==> config.mk <==
export PLATFORM = sky130hd
export DESIGN_NAME = affine_interp_row_filter_flat
export DESIGN_NICKNAME = d
export VERILOG_FILES = /design/src/rtl/affine_interp_row_filter_if.sv /design/src/rtl/affine_interp_row_filter.sv /design/src/flat_wrapper.sv
export SDC_FILE = /design/constraint.sdc
export NUM_CORES = 1
export LEC_CHECK = 0
export BUFFER_PORTS_ARGS = -buffer_cell sky130_fd_sc_hd__buf_4
export CELL_PAD_IN_SITES_DETAIL_PLACEMENT = 2
export CELL_PAD_IN_SITES_GLOBAL_PLACEMENT = 2
export CORE_MARGIN = 10
export CORE_UTILIZATION = 40
export DETAILED_ROUTE_END_ITERATION = 8
export HOLD_SLACK_MARGIN = 0.05
export PLACE_DENSITY_LB_ADDON = 0.1
export SLEW_MARGIN = 20
export SYNTH_ARGS = -nofsm -noshare
export SYNTH_HDL_FRONTEND = slang
export SYNTH_SLANG_ARGS = --single-unit
==> constraint.sdc <==
create_clock -name clk -period 10.4 [get_ports clk]
set_clock_uncertainty 0.2 [all_clocks]
set_input_delay 0.52 -clock clk [delete_from_list [all_inputs] [get_ports clk]]
set_output_delay 0.52 -clock clk [all_outputs]
set_load 0.005 [all_outputs]
==> src/rtl/affine_interp_row_filter_if.sv <==
// Handshake bundle for affine_interp_row_filter: row control, sample in, sample out.
// With AFFINE_HIGHPREC_EN defined, out_sample is 16-bit two's complement.
interface affine_interp_row_filter_if #(
  parameter int TAPS = 6
);
`ifdef AFFINE_HIGHPREC_EN
  localparam int OUT_W = 16;
`else
  localparam int OUT_W = 8;
`endif

  logic              start;
  logic [TAPS*8-1:0] coef;
  logic              busy;
  logic              in_valid;
  logic              in_ready;
  logic [7:0]        in_sample;
  logic              out_valid;
  logic              out_ready;
  logic [OUT_W-1:0]  out_sample;
  logic              done;

  modport master (
    output start, coef, in_valid, in_sample, out_ready,
    input  busy, in_ready, out_valid, out_sample, done
  );

  modport slave (
    input  start, coef, in_valid, in_sample, out_ready,
    output busy, in_ready, out_valid, out_sample, done
  );
endinterface

==> src/rtl/affine_interp_row_filter.sv <==
// Horizontal FIR row filter: sliding TAPS-deep window, row-latched coefficients,
// round/shift/clip to 8 bits (raw saturated 16-bit sum when AFFINE_HIGHPREC_EN).
module affine_interp_row_filter #(
  parameter int TAPS    = 6,
  parameter int ROW_LEN = 8,
  parameter int SHIFT   = 6
) (
  input  logic                     clk,
  input  logic                     rst,
  affine_interp_row_filter_if.slave bus
);
`ifdef AFFINE_HIGHPREC_EN
  localparam int OUT_W = 16;
`else
  localparam int OUT_W = 8;
`endif
  localparam int ACC_W = 16 + $clog2(TAPS);
  localparam int FC_W  = $clog2(TAPS);
  localparam int OC_W  = $clog2(ROW_LEN + 1);
  localparam logic [FC_W-1:0] FILL_LAST = FC_W'(TAPS - 2);
  localparam logic [OC_W-1:0] OUT_LAST  = OC_W'(ROW_LEN);

  typedef enum logic [1:0] {IDLE, FILL, RUN} state_t;

  state_t                  state, state_nx;
  logic [7:0]              win    [TAPS];
  logic signed [7:0]       coef_q [TAPS];
  logic [7:0]              taps   [TAPS];
  logic [FC_W-1:0]         fill_cnt;
  logic [OC_W-1:0]         out_cnt;
  logic                    in_fire, out_fire, last_fire;
  logic signed [15:0]      c_ext, s_ext, prod;
  logic signed [ACC_W-1:0] sum;
  logic [OUT_W-1:0]        result;

  assign in_fire   = bus.in_valid && bus.in_ready;
  assign out_fire  = bus.out_valid && bus.out_ready;
  assign last_fire = (state == RUN) && out_fire && (out_cnt == OUT_LAST);

  // NOTE: sequential state uses non-blocking assignments so every flop samples
  // pre-edge values regardless of process ordering.
  always_ff @(posedge clk) begin
    if (rst) state <= IDLE;
    else     state <= state_nx;
  end

  always_comb begin
    // NOTE: every output of this block gets a default first, so no path infers a latch.
    state_nx     = state;
    bus.in_ready = 1'b0;
    bus.busy     = (state != IDLE);
    case (state)
      IDLE: if (bus.start) state_nx = FILL;
      FILL: begin
        bus.in_ready = 1'b1;
        if (bus.in_valid && fill_cnt == FILL_LAST) state_nx = RUN;
      end
      RUN: begin
        bus.in_ready = (out_cnt != OUT_LAST) && (!bus.out_valid || bus.out_ready);
        if (last_fire) state_nx = IDLE;
      end
      default: state_nx = IDLE;
    endcase
  end

  // Tap view of the window as it will be after this cycle's shift.
  always_comb begin
    for (int i = 0; i < TAPS - 1; i++) taps[i] = win[i + 1];
    taps[TAPS - 1] = bus.in_sample;
  end

  always_comb begin
    sum   = '0;
    c_ext = '0;
    s_ext = '0;
    prod  = '0;
    for (int i = 0; i < TAPS; i++) begin
      c_ext = {{8{coef_q[i][7]}}, coef_q[i]};
      s_ext = {8'd0, taps[i]};
      prod  = c_ext * s_ext;
      sum   = sum + {{(ACC_W - 16){prod[15]}}, prod};
    end
  end

`ifdef AFFINE_HIGHPREC_EN
  localparam logic signed [ACC_W-1:0] SAT_HI = ACC_W'(32767);
  localparam logic signed [ACC_W-1:0] SAT_LO = ACC_W'(-32768);

  always_comb begin
    if (sum > SAT_HI)      result = 16'h7fff;
    else if (sum < SAT_LO) result = 16'h8000;
    else                   result = sum[15:0];
  end
`else
  localparam logic signed [ACC_W-1:0] HALF    = ACC_W'(2 ** (SHIFT - 1));
  localparam logic signed [ACC_W-1:0] CLIP_HI = ACC_W'(255);
  logic signed [ACC_W-1:0] rnd;

  always_comb begin
    rnd = (sum + HALF) >>> SHIFT;
    if (rnd[ACC_W-1])      result = 8'd0;
    else if (rnd > CLIP_HI) result = 8'd255;
    else                   result = rnd[7:0];
  end
`endif

  always_ff @(posedge clk) begin
    if (rst) begin
      // NOTE: window and coefficients are small flop arrays, not RAM, so they
      // take the reset like any other state.
      for (int i = 0; i < TAPS; i++) begin
        win[i]    <= '0;
        coef_q[i] <= '0;
      end
      fill_cnt       <= '0;
      out_cnt        <= '0;
      bus.out_valid  <= 1'b0;
      bus.out_sample <= '0;
      bus.done       <= 1'b0;
    end else begin
      bus.done <= last_fire;
      if (state == IDLE && bus.start) begin
        for (int i = 0; i < TAPS; i++) coef_q[i] <= bus.coef[i*8 +: 8];
        fill_cnt <= '0;
        out_cnt  <= '0;
      end
      if (in_fire) begin
        for (int i = 0; i < TAPS; i++) win[i] <= taps[i];
      end
      if (state == FILL && in_fire) fill_cnt <= fill_cnt + 1'b1;
      if (state == RUN) begin
        if (in_fire) begin
          bus.out_sample <= result;
          bus.out_valid  <= 1'b1;
          out_cnt        <= out_cnt + 1'b1;
        end else if (out_fire) begin
          bus.out_valid <= 1'b0;
        end
      end
    end
  end
endmodule

==> src/flat_wrapper.sv <==
// flat-port wrapper written by rule: the top's interface ports become plain ports
module affine_interp_row_filter_flat 
#(
  parameter int TAPS    = 6,
  parameter int ROW_LEN = 8,
  parameter int SHIFT   = 6
)
  (clk, rst, bus_start, bus_coef, bus_in_valid, bus_in_sample, bus_out_ready, bus_busy, bus_in_ready, bus_out_valid, bus_out_sample, bus_done);
  affine_interp_row_filter_if #(.TAPS(TAPS)) bus_i ();
  input  logic clk;
  input  logic rst;
  input wire logic [$bits(bus_i.start)-1:0] bus_start;
  input wire logic [$bits(bus_i.coef)-1:0] bus_coef;
  input wire logic [$bits(bus_i.in_valid)-1:0] bus_in_valid;
  input wire logic [$bits(bus_i.in_sample)-1:0] bus_in_sample;
  input wire logic [$bits(bus_i.out_ready)-1:0] bus_out_ready;
  output wire logic [$bits(bus_i.busy)-1:0] bus_busy;
  output wire logic [$bits(bus_i.in_ready)-1:0] bus_in_ready;
  output wire logic [$bits(bus_i.out_valid)-1:0] bus_out_valid;
  output wire logic [$bits(bus_i.out_sample)-1:0] bus_out_sample;
  output wire logic [$bits(bus_i.done)-1:0] bus_done;
  assign bus_i.start = bus_start;
  assign bus_i.coef = bus_coef;
  assign bus_i.in_valid = bus_in_valid;
  assign bus_i.in_sample = bus_in_sample;
  assign bus_i.out_ready = bus_out_ready;
  assign bus_busy = bus_i.busy;
  assign bus_in_ready = bus_i.in_ready;
  assign bus_out_valid = bus_i.out_valid;
  assign bus_out_sample = bus_i.out_sample;
  assign bus_done = bus_i.done;
  affine_interp_row_filter #(.TAPS(TAPS), .ROW_LEN(ROW_LEN), .SHIFT(SHIFT)) u_core (.clk(clk), .rst(rst), .bus(bus_i));
endmodule
# Word level (Yosys, flattened, before mapping)
# Memory sizes are Yosys's and may differ from the RTL's.
# Index checks and enable logic that the tools add are counted.
# totals
n_memories,2
ram_bits,96
wordCells,94
out_inout_bits,12
in_bits,61
register_bits,19
# op_classes
n_lt_le_gt_ge,1
muxes,34
n_reduce_logical,17
n_addsub,8
bitwise,12
eq_ne,8
mul,6
# memory_table
name,depth,word_bits,read_ports,rd_ports_with_merged_regs,wr,line,text
u_core.coef_q,6,8,6,0,6,affine_interp_row_filter.sv:27,logic signed [7:0] coef_q [TAPS];
u_core.win,6,8,5,0,6,affine_interp_row_filter.sv:26,logic [7:0] win [TAPS];
# op_table
cell,n
2-to-1 mux 8 bit,14
multiplier 8 x 9 -> 16 bit,6
adder 19 bit,4
adder 19 x 7 -> 19 bit (second input constant),1
adder 16 x 16 -> 17 bit,1
> comparator 13 x 9 -> 1 bit (second input constant),1
2-to-1 mux 4 bit,3
bitwise OR 1 bit,12
2-to-1 mux 1 bit,10
logical AND 1 bit,8
2-to-1 mux 2 bit,3
2-to-1 mux 3 bit,2
one-hot mux 2 bit (3 select lines),1
nonzero test 2 bit,3
adder 4 x 1 -> 4 bit (second input constant),1
equality test 4 bit (second input constant),1
inequality test 2 x 1 -> 1 bit (second input constant),2
inequality test 4 bit (second input constant),1
AND reduction 2 bit,2
adder 3 x 1 -> 3 bit (second input constant),1
equality test 3 bit (second input constant),1
AND reduction 3 bit,1
equality test 2 x 1 -> 1 bit (second input constant),1
equality test 2 bit (second input constant),1
other kinds (5),5

# Longest topological paths before layout
# Gate-level depths: netlist of the first run.
# An unclocked memory read counts as a cell.
# logic_depth
depth_word,11
depth_mapped,36
ltp_nobuf,36

# Least setup slack after synthesis of the first run
# Ideal clock, no wire load.
# synth_timing
path_kind,register -> register
start,"memory u_core.coef_q[1][0], in the netlist u_core.coef_q[0][8]"
end,register u_core.bus.out_sample[0]
path_slack_ns,2.328
period_less_slack_ns,8.072
t_required_ns,10.055
setup_time_ns,0.145
n_path_buf,0
stages_incl_launch_ff,34
t_arrival_ns,7.727
cell_sequence,edfxtp_1 -> and2_1 -> ha_1 -> fa_1 -> inv_1 -> fa_1 -> inv_1 -> fa_1 -> ha_1 -> nor2b_1 -> o21ai_0 -> a21boi_0 -> o21ai_0 -> a21boi_0 -> o21ai_0 -> nand2_1 -> xor2_1 -> ha_1 -> inv_1 -> a311oi_1 -> o21a_1 -> o21ai_0 -> a31o_2 -> ha_1 -> inv_1 -> fa_1 -> inv_1 -> fa_1 -> ha_1 -> a21o_1 -> o21bai_1 -> and3_2 -> o21ai_1 -> a22oi_1
# synth_rtl
element,line,text
from (decl),affine_interp_row_filter.sv:27,
to (signal assigned),affine_interp_row_filter.sv:133,bus.out_sample <= result;
to (decl),affine_interp_row_filter_if.sv:30,"output busy, in_ready, out_valid, out_sample, done"

==> results.md, run 1 <==
- Total GRT Usage: 20.4%
- Max clock buf depth: 2
- Number of rows in the core area: 80
- Die height: 241 um
- Clock tree from TritonCTS: built
- Number of cells produced by synthesis: 2057
- CTS Hold Bufs: 0
- Synthesized netlist net count: 2687
- Max transition margin: 48.6%
- Final Hold Viols: 0
- Post-synthesis register bit count: 107
- Count of unique library cells instantiated by Yosys: 68
- Vias post-DR: 14100
- Wire length of the first global-routing pass: 91.3 mm
- Count of antenna diodes in the layout: 0
- Number of nets in the layout: 2754
- Reg-to-reg critical path startpoint: u_core.win[0][19]
- Port Buffer Count: 72
- Master of the slowest instance on the critical path: sky130_fd_sc_hd__fa_1
- Worst endpoint required time: 10450 ps
- Worst hold start: bus_coef[26]
- Beginning of the critical path: u_core.win[0][19]
- Die Outline Area: 0.0580 mm2
- Async S/R FF share, synth: 0%
- Number of buffers and inverters on the critical path: 5
- Largest family of logic cells by synthesized area: adder cells
- Pin count of the biggest net entering global routing: 41
- Sort of element at the start of the critical path: flip-flop
- Area share of fa/ha/maj cells after synthesis: 46.9%
- Post-Synthesis Mean Instance Area: 9.48 um2
- Setup TNS: 0 ps
- Count of yosys warnings during synthesis: 0
- Final cell area excluding filler cells: 0.0211 mm2
- Area share of xor/xnor cells in the synthesized design: 3.82%
- Cell Area, Placed: 0.0208 mm2
- Run status: finished clean
- Classification of the worst setup path: flip-flop to flip-flop
- Layout overhead on the synthesized area: 8.05%
- Commonest cells after routing, fill and taps aside: sky130_fd_sc_hd__inv_1 (401), sky130_fd_sc_hd__and2_1 (311), sky130_fd_sc_hd__ha_1 (298)
- Post-synth design cell area: 0.0195 mm2
- Residual DRC: 0
- Die Span X: 241 um
- Slowest Stage Delay on Critical Path: 550 ps
- Worst Setup End Kind: flip-flop
- Ratio of cells with drive above 1 in the final layout: 5.82%
- DPL Wire Length: 47.6 mm
- Crit-path leading delay family: adder cells
- Post-synthesis mux area share: 0.212%
- Portion of synthesized cell area occupied by the leading cell type: 27.8%
- Buffers inserted during post-CTS setup optimization: 0
- Final antenna-violating net count: 0
- Grt total ovfl: 0
- Top cells by area, synth: sky130_fd_sc_hd__fa_1 (28%), sky130_fd_sc_hd__ha_1 (19%), sky130_fd_sc_hd__edfxtp_1 (14%)
- Violation count after the first detailed-route iteration: 460
- Post-synth EDFFs: 88
- TritonRoute pass-1 iters: 4
- Pins Over Slew Limit: 0
- Clock latency of the later-clocked register in the worst-skew pair: 400 ps
- Vias in the first global route: 16600
- Synth Area in Compound Gates: 6.45%
- Max-capacitance violation count: 0
- RSZ-0062 raised after global routing: false
- Dominant cell type by area after synthesis: sky130_fd_sc_hd__fa_1
- Final wirelength: 56.1 mm
- Avg Vias per Cell: 5.15
- Weighted congestion reported at the end of routability-driven placement: 0.828
- Root Driver: sky130_fd_sc_hd__clkbuf_16
- Maximum clock frequency: 110 MHz
- Core region area: 0.0479 mm2
- Number of H-tree branching levels: 3
- Register area share after synthesis: 15.5%
- Initial Util: 40.7%
- Worst-Margin Slew: 769 ps
- Data arrival time of the worst path: 9170 ps
- Post-layout min period: 9120 ps
- Number of setup violations in the final report: 0
- Cts bufs inserted: 9
- Biggest fanout along the worst timing path: 9
- Most common cell on crit path: sky130_fd_sc_hd__ha_1
- Most common cell after layout, fill and taps aside: sky130_fd_sc_hd__inv_1
- Fraction of the mapped netlist area in simple logic gates: 18.9%
- Average detailed-routed wire length per instance: 20.4 um
- Clock transition at the registers of the reported paths: 90 ps
- Hold Path Class: input port to flip-flop
- Number of antenna violations at the first check in global routing: 0
- Number of clock sinks: 107
- Most used flip-flop cell after synthesis: sky130_fd_sc_hd__edfxtp_1
- I/O pins: 73
- Cells resized by post-CTS repair: 0
- Period utilisation layout: 87.7%
==> routing by layer <==
metal | vias to the layer above | share of wire [%] | routed length [um] | track usage [%]
met2 | 116 | 53 | 29700 | 38.2
met1 | 7317 | 43 | 24000 | 24.4
met5 | - | 0 | 0 | 0
met3 | 52 | 2.2 | 1250 | 2.45
met4 | 0 | 2.2 | 1220 | 4.59
li1 | 6641 | - | - | -
==> through the flow <==
stage,setup WS (ps),cells,utilization (%),hold WS (ps)
floorplan,2330,2057,-,227
global placement,1570,2727,43.3,258
detailed placement,1300,2727,43.3,271
CTS,1270,2743,43.9,165
global route,604,2744,44.0,172
finish,1280,2744,44.0,192
==> cells in the mapped netlist (all sizes together), types with 9 or more instances <==
library cell	number
a211oi	10
a21o	20
xor2	17
xnor2	68
nand3	27
fa	271
o21ai	20
nor2	84
dfxtp	19
and2	314
edfxtp	88
a21oi	66
nor3	25
or2	9
o21bai	13
nor2b	16
ha	298
nand2	152
nand2b	30
clkbuf	20
inv	401
==> cell families after synthesis <==
logic type	Yosys count
AOI/OAI and AO/OA	182
xor gates and xnor gates	85
adders and majority gates	569
buffers and inverters	423
DFF	107
muxes	4
and+or+nand+nor	687
==> sequential cells by signal, summed over array words and instances, names as in the netlist <==
| register | flops |
|---|---|
| u_core.bus.done | 1 |
| u_core.bus.out_sample | 8 |
| u_core.bus.out_valid | 1 |
| u_core.coef_q | 48 |
| u_core.fill_cnt | 3 |
| u_core.out_cnt | 4 |
| u_core.state | 2 |
| u_core.win | 40 |
==> worst paths after layout <==
kind,to,depth (start not counted),slack (ps)
min,u_core.coef_q[0][26],2,190
min reg2reg,u_core.out_cnt[3],1,280
max reg2reg,u_core.bus.out_sample[2],35,1280
max,u_core.bus.out_sample[2],35,1280
==> layout make-up <==
type / count / area [um2]
Tap cell: 615 / 769
Timing Repair Buffer: 76 / 591
Clock inverter: 7 / 50.0
Multi-Input combinational cell: 1527 / 14900
Sequential cell: 107 / 3020
Fill cell: 5209 / 26900
Inverter: 403 / 1510
Clock buffer: 9 / 225
Power of run 1 is left out: the tool's default activity adds up to more than one toggle a clock period on the data nets, which glitch-free logic cannot reach.
==> inputs of run 2 (changes only) <==
==> constraint.sdc (replaced) <==
create_clock -name clk -period 9.95 [get_ports clk]
set_clock_uncertainty 0.2 [all_clocks]
set_input_delay 0.4975 -clock clk [delete_from_list [all_inputs] [get_ports clk]]
set_output_delay 0.4975 -clock clk [all_outputs]
set_load 0.005 [all_outputs]
==> run 2 against run 1 <==
Worst setup slack got worse by 540 ps. Via count decreased by 0.49%. Design area about the same. Core utilization about the same. Register-to-register slack got worse by 540 ps. Sequential share of layout area about the same. Critical path type unchanged. Highest routed layer unchanged.
==> results.md, run 2 (synthesis results as in run 1) <==
- Worst setup slack after layout: 745 ps (-538 ps)
- RSZ-0062 raised after global routing: false
- Wire length of the first global-routing pass: 91.3 mm (about the same)
- Sort of element at the start of the critical path: flip-flop
- Run status: finished clean
- DPL Wire Length: 47.5 mm (-0.37%)
- Pins Over Slew Limit: 0 (unchanged)
- Crit-path leading delay family: adder cells
- Average detailed-routed wire length per instance: 20.4 um (about the same)
- Core region area: 0.0479 mm2 (unchanged)
- Worst hold start: bus_coef[45]
- I/O pins: 73 (unchanged)
- TritonRoute pass-1 iters: 4 (unchanged)
- Total GRT Usage: 20.4% (+0.037 points)
- Violation count after the first detailed-route iteration: 411 (-11%)
- Vias in the first global route: 16500 (-0.57%)
- Max clock buf depth: 2 (unchanged)
- Residual DRC: 0 (unchanged)
- Largest registers in the final layout: u_core.coef_q: 48 flops, u_core.win: 40 flops, u_core.bus.out_sample: 8 flops
- Worst Setup End Kind: flip-flop
- Initial Util: 40.7% (unchanged)
- Clock transition at the registers of the reported paths: 80 ps (about the same)
- Final antenna-violating net count: 0 (unchanged)
- Post-layout min period: 9200 ps (+87.8 ps)
- Slowest Stage Delay on Critical Path: 550 ps (about the same)
- Flip-flop count of the largest register, all copies and words added: 48 (unchanged)
- Post-layout util: 43.9% (about the same)
- Cts bufs inserted: 9 (unchanged)
- Max transition margin: 49.1% (+0.57 points)
- Avg Vias per Cell: 5.12 (-0.49%)
- Layout overhead on the synthesized area: 7.98% (about the same)
- Data arrival time of the worst path: 9260 ps (+90 ps)
- Number of setup violations in the final report: 0 (unchanged)
- Period utilisation layout: 92.5% (+4.8 points)
- Ratio of cells with drive above 1 in the final layout: 5.69% (-0.14 points)
- Hold Path Class: input port to flip-flop
- CTS Hold Bufs: 0 (unchanged)
- Weighted congestion reported at the end of routability-driven placement: 0.828 (unchanged)
- Number of buffers and inverters on the critical path: 5 (unchanged)
- Die Span X: 241 um (unchanged)
- Number of antenna violations at the first check in global routing: 0 (unchanged)
- Die height: 241 um (unchanged)
- Number of nets in the layout: 2754 (unchanged)
- Classification of the worst setup path: flip-flop to flip-flop
- Reg-to-reg critical path startpoint: u_core.win[0][20]
- Root Driver: sky130_fd_sc_hd__clkbuf_16
- Most common cell after layout, fill and taps aside: sky130_fd_sc_hd__inv_1
- Worst Setup Slack post-DPL: 858 ps (-439 ps)
- Most common cell on crit path: sky130_fd_sc_hd__ha_1
- Cells resized by post-CTS repair: 0 (unchanged)
- Port Buffer Count: 72 (unchanged)
- Maximum clock frequency: 109 MHz (-0.95%)
- Clock tree from TritonCTS: built
- Commonest cells after routing, fill and taps aside: sky130_fd_sc_hd__inv_1 (401), sky130_fd_sc_hd__and2_1 (311), sky130_fd_sc_hd__ha_1 (298)
- Grt total ovfl: 0 (unchanged)
- Post-placement cell count: 2727 (unchanged)
- Pin count of the biggest net entering global routing: 41 (unchanged)
- Clock latency of the later-clocked register in the worst-skew pair: 410 ps (about the same)
- Vias post-DR: 14100 (-0.49%)
- Buffers inserted during post-CTS setup optimization: 0 (unchanged)
- Worst endpoint required time: 10000 ps (-450 ps)
- Max-capacitance violation count: 0 (unchanged)
- Die Outline Area: 0.0580 mm2 (unchanged)
- Master of the slowest instance on the critical path: sky130_fd_sc_hd__fa_1
- Final Hold Viols: 0 (unchanged)
- Top reg by flops: u_core.coef_q
- Final wirelength: 56.1 mm (about the same)
- Biggest fanout along the worst timing path: 9 (unchanged)
- Number of H-tree branching levels: 3 (unchanged)
- Beginning of the critical path: u_core.win[0][20]
- Filler-free cell count of the finished design: 2744 (unchanged)
- Number of clock sinks: 107 (unchanged)
- Number of rows in the core area: 80 (unchanged)
- Worst-Margin Slew: 760 ps (-8.51 ps)
- Setup TNS: 0 ps (unchanged)
[run 2: layout make-up]
class                   instances  area [um2]
fillers                      5165       26900
flip-flops and latches        107        3020
repair buffers                 76         591
clock inverters                 5        31.3
well taps                     615         769
diodes                          1        2.50
clock buffers                  10         229
multi-input cells            1527       14900
inverters                     403        1510
[run 2: metrics by stage]
stage / hold WS (ps) / instance area [um2]
after global routing: 161 / 21100
after floorplan: 227 / 19500
final: 167 / 21100
after global placement: 258 / 20800
after CTS: 140 / 21000
after detailed placement: 274 / 20800
[run 2: routing by layer]
layer / wire length, um / GRT usage [%] / vias up
met5: 0 / 0 / -
met4: 1230 / 6.08 / 0
met3: 1030 / 1.71 / 46
met2: 29900 / 37.9 / 100
met1: 24000 / 24.6 / 7270
li1: - / - / 6641
[run 2: path summary, 6_finish.rpt]
kind                                                 end  slack (ps)  cells after the start
worst min-delay path                u_core.coef_q[0][45]         170                      2
worst max register to register  u_core.bus.out_sample[1]         750                     35
worst min register to register         u_core.out_cnt[3]         280                      1
worst max-delay path            u_core.bus.out_sample[1]         750                     35
[run 2: worst register-to-register path, delay by kind of cell, from the launching register on]
family	cells	cell delay [ps]
AO/OA/AOI/OAI	11	2510
flip-flops	1	540
AND/OR/NAND/NOR	8	1530
adder cells (fa/ha/maj)	11	3990
buffers and inverters	5	290
Power of run 2 is left out for the same reason.
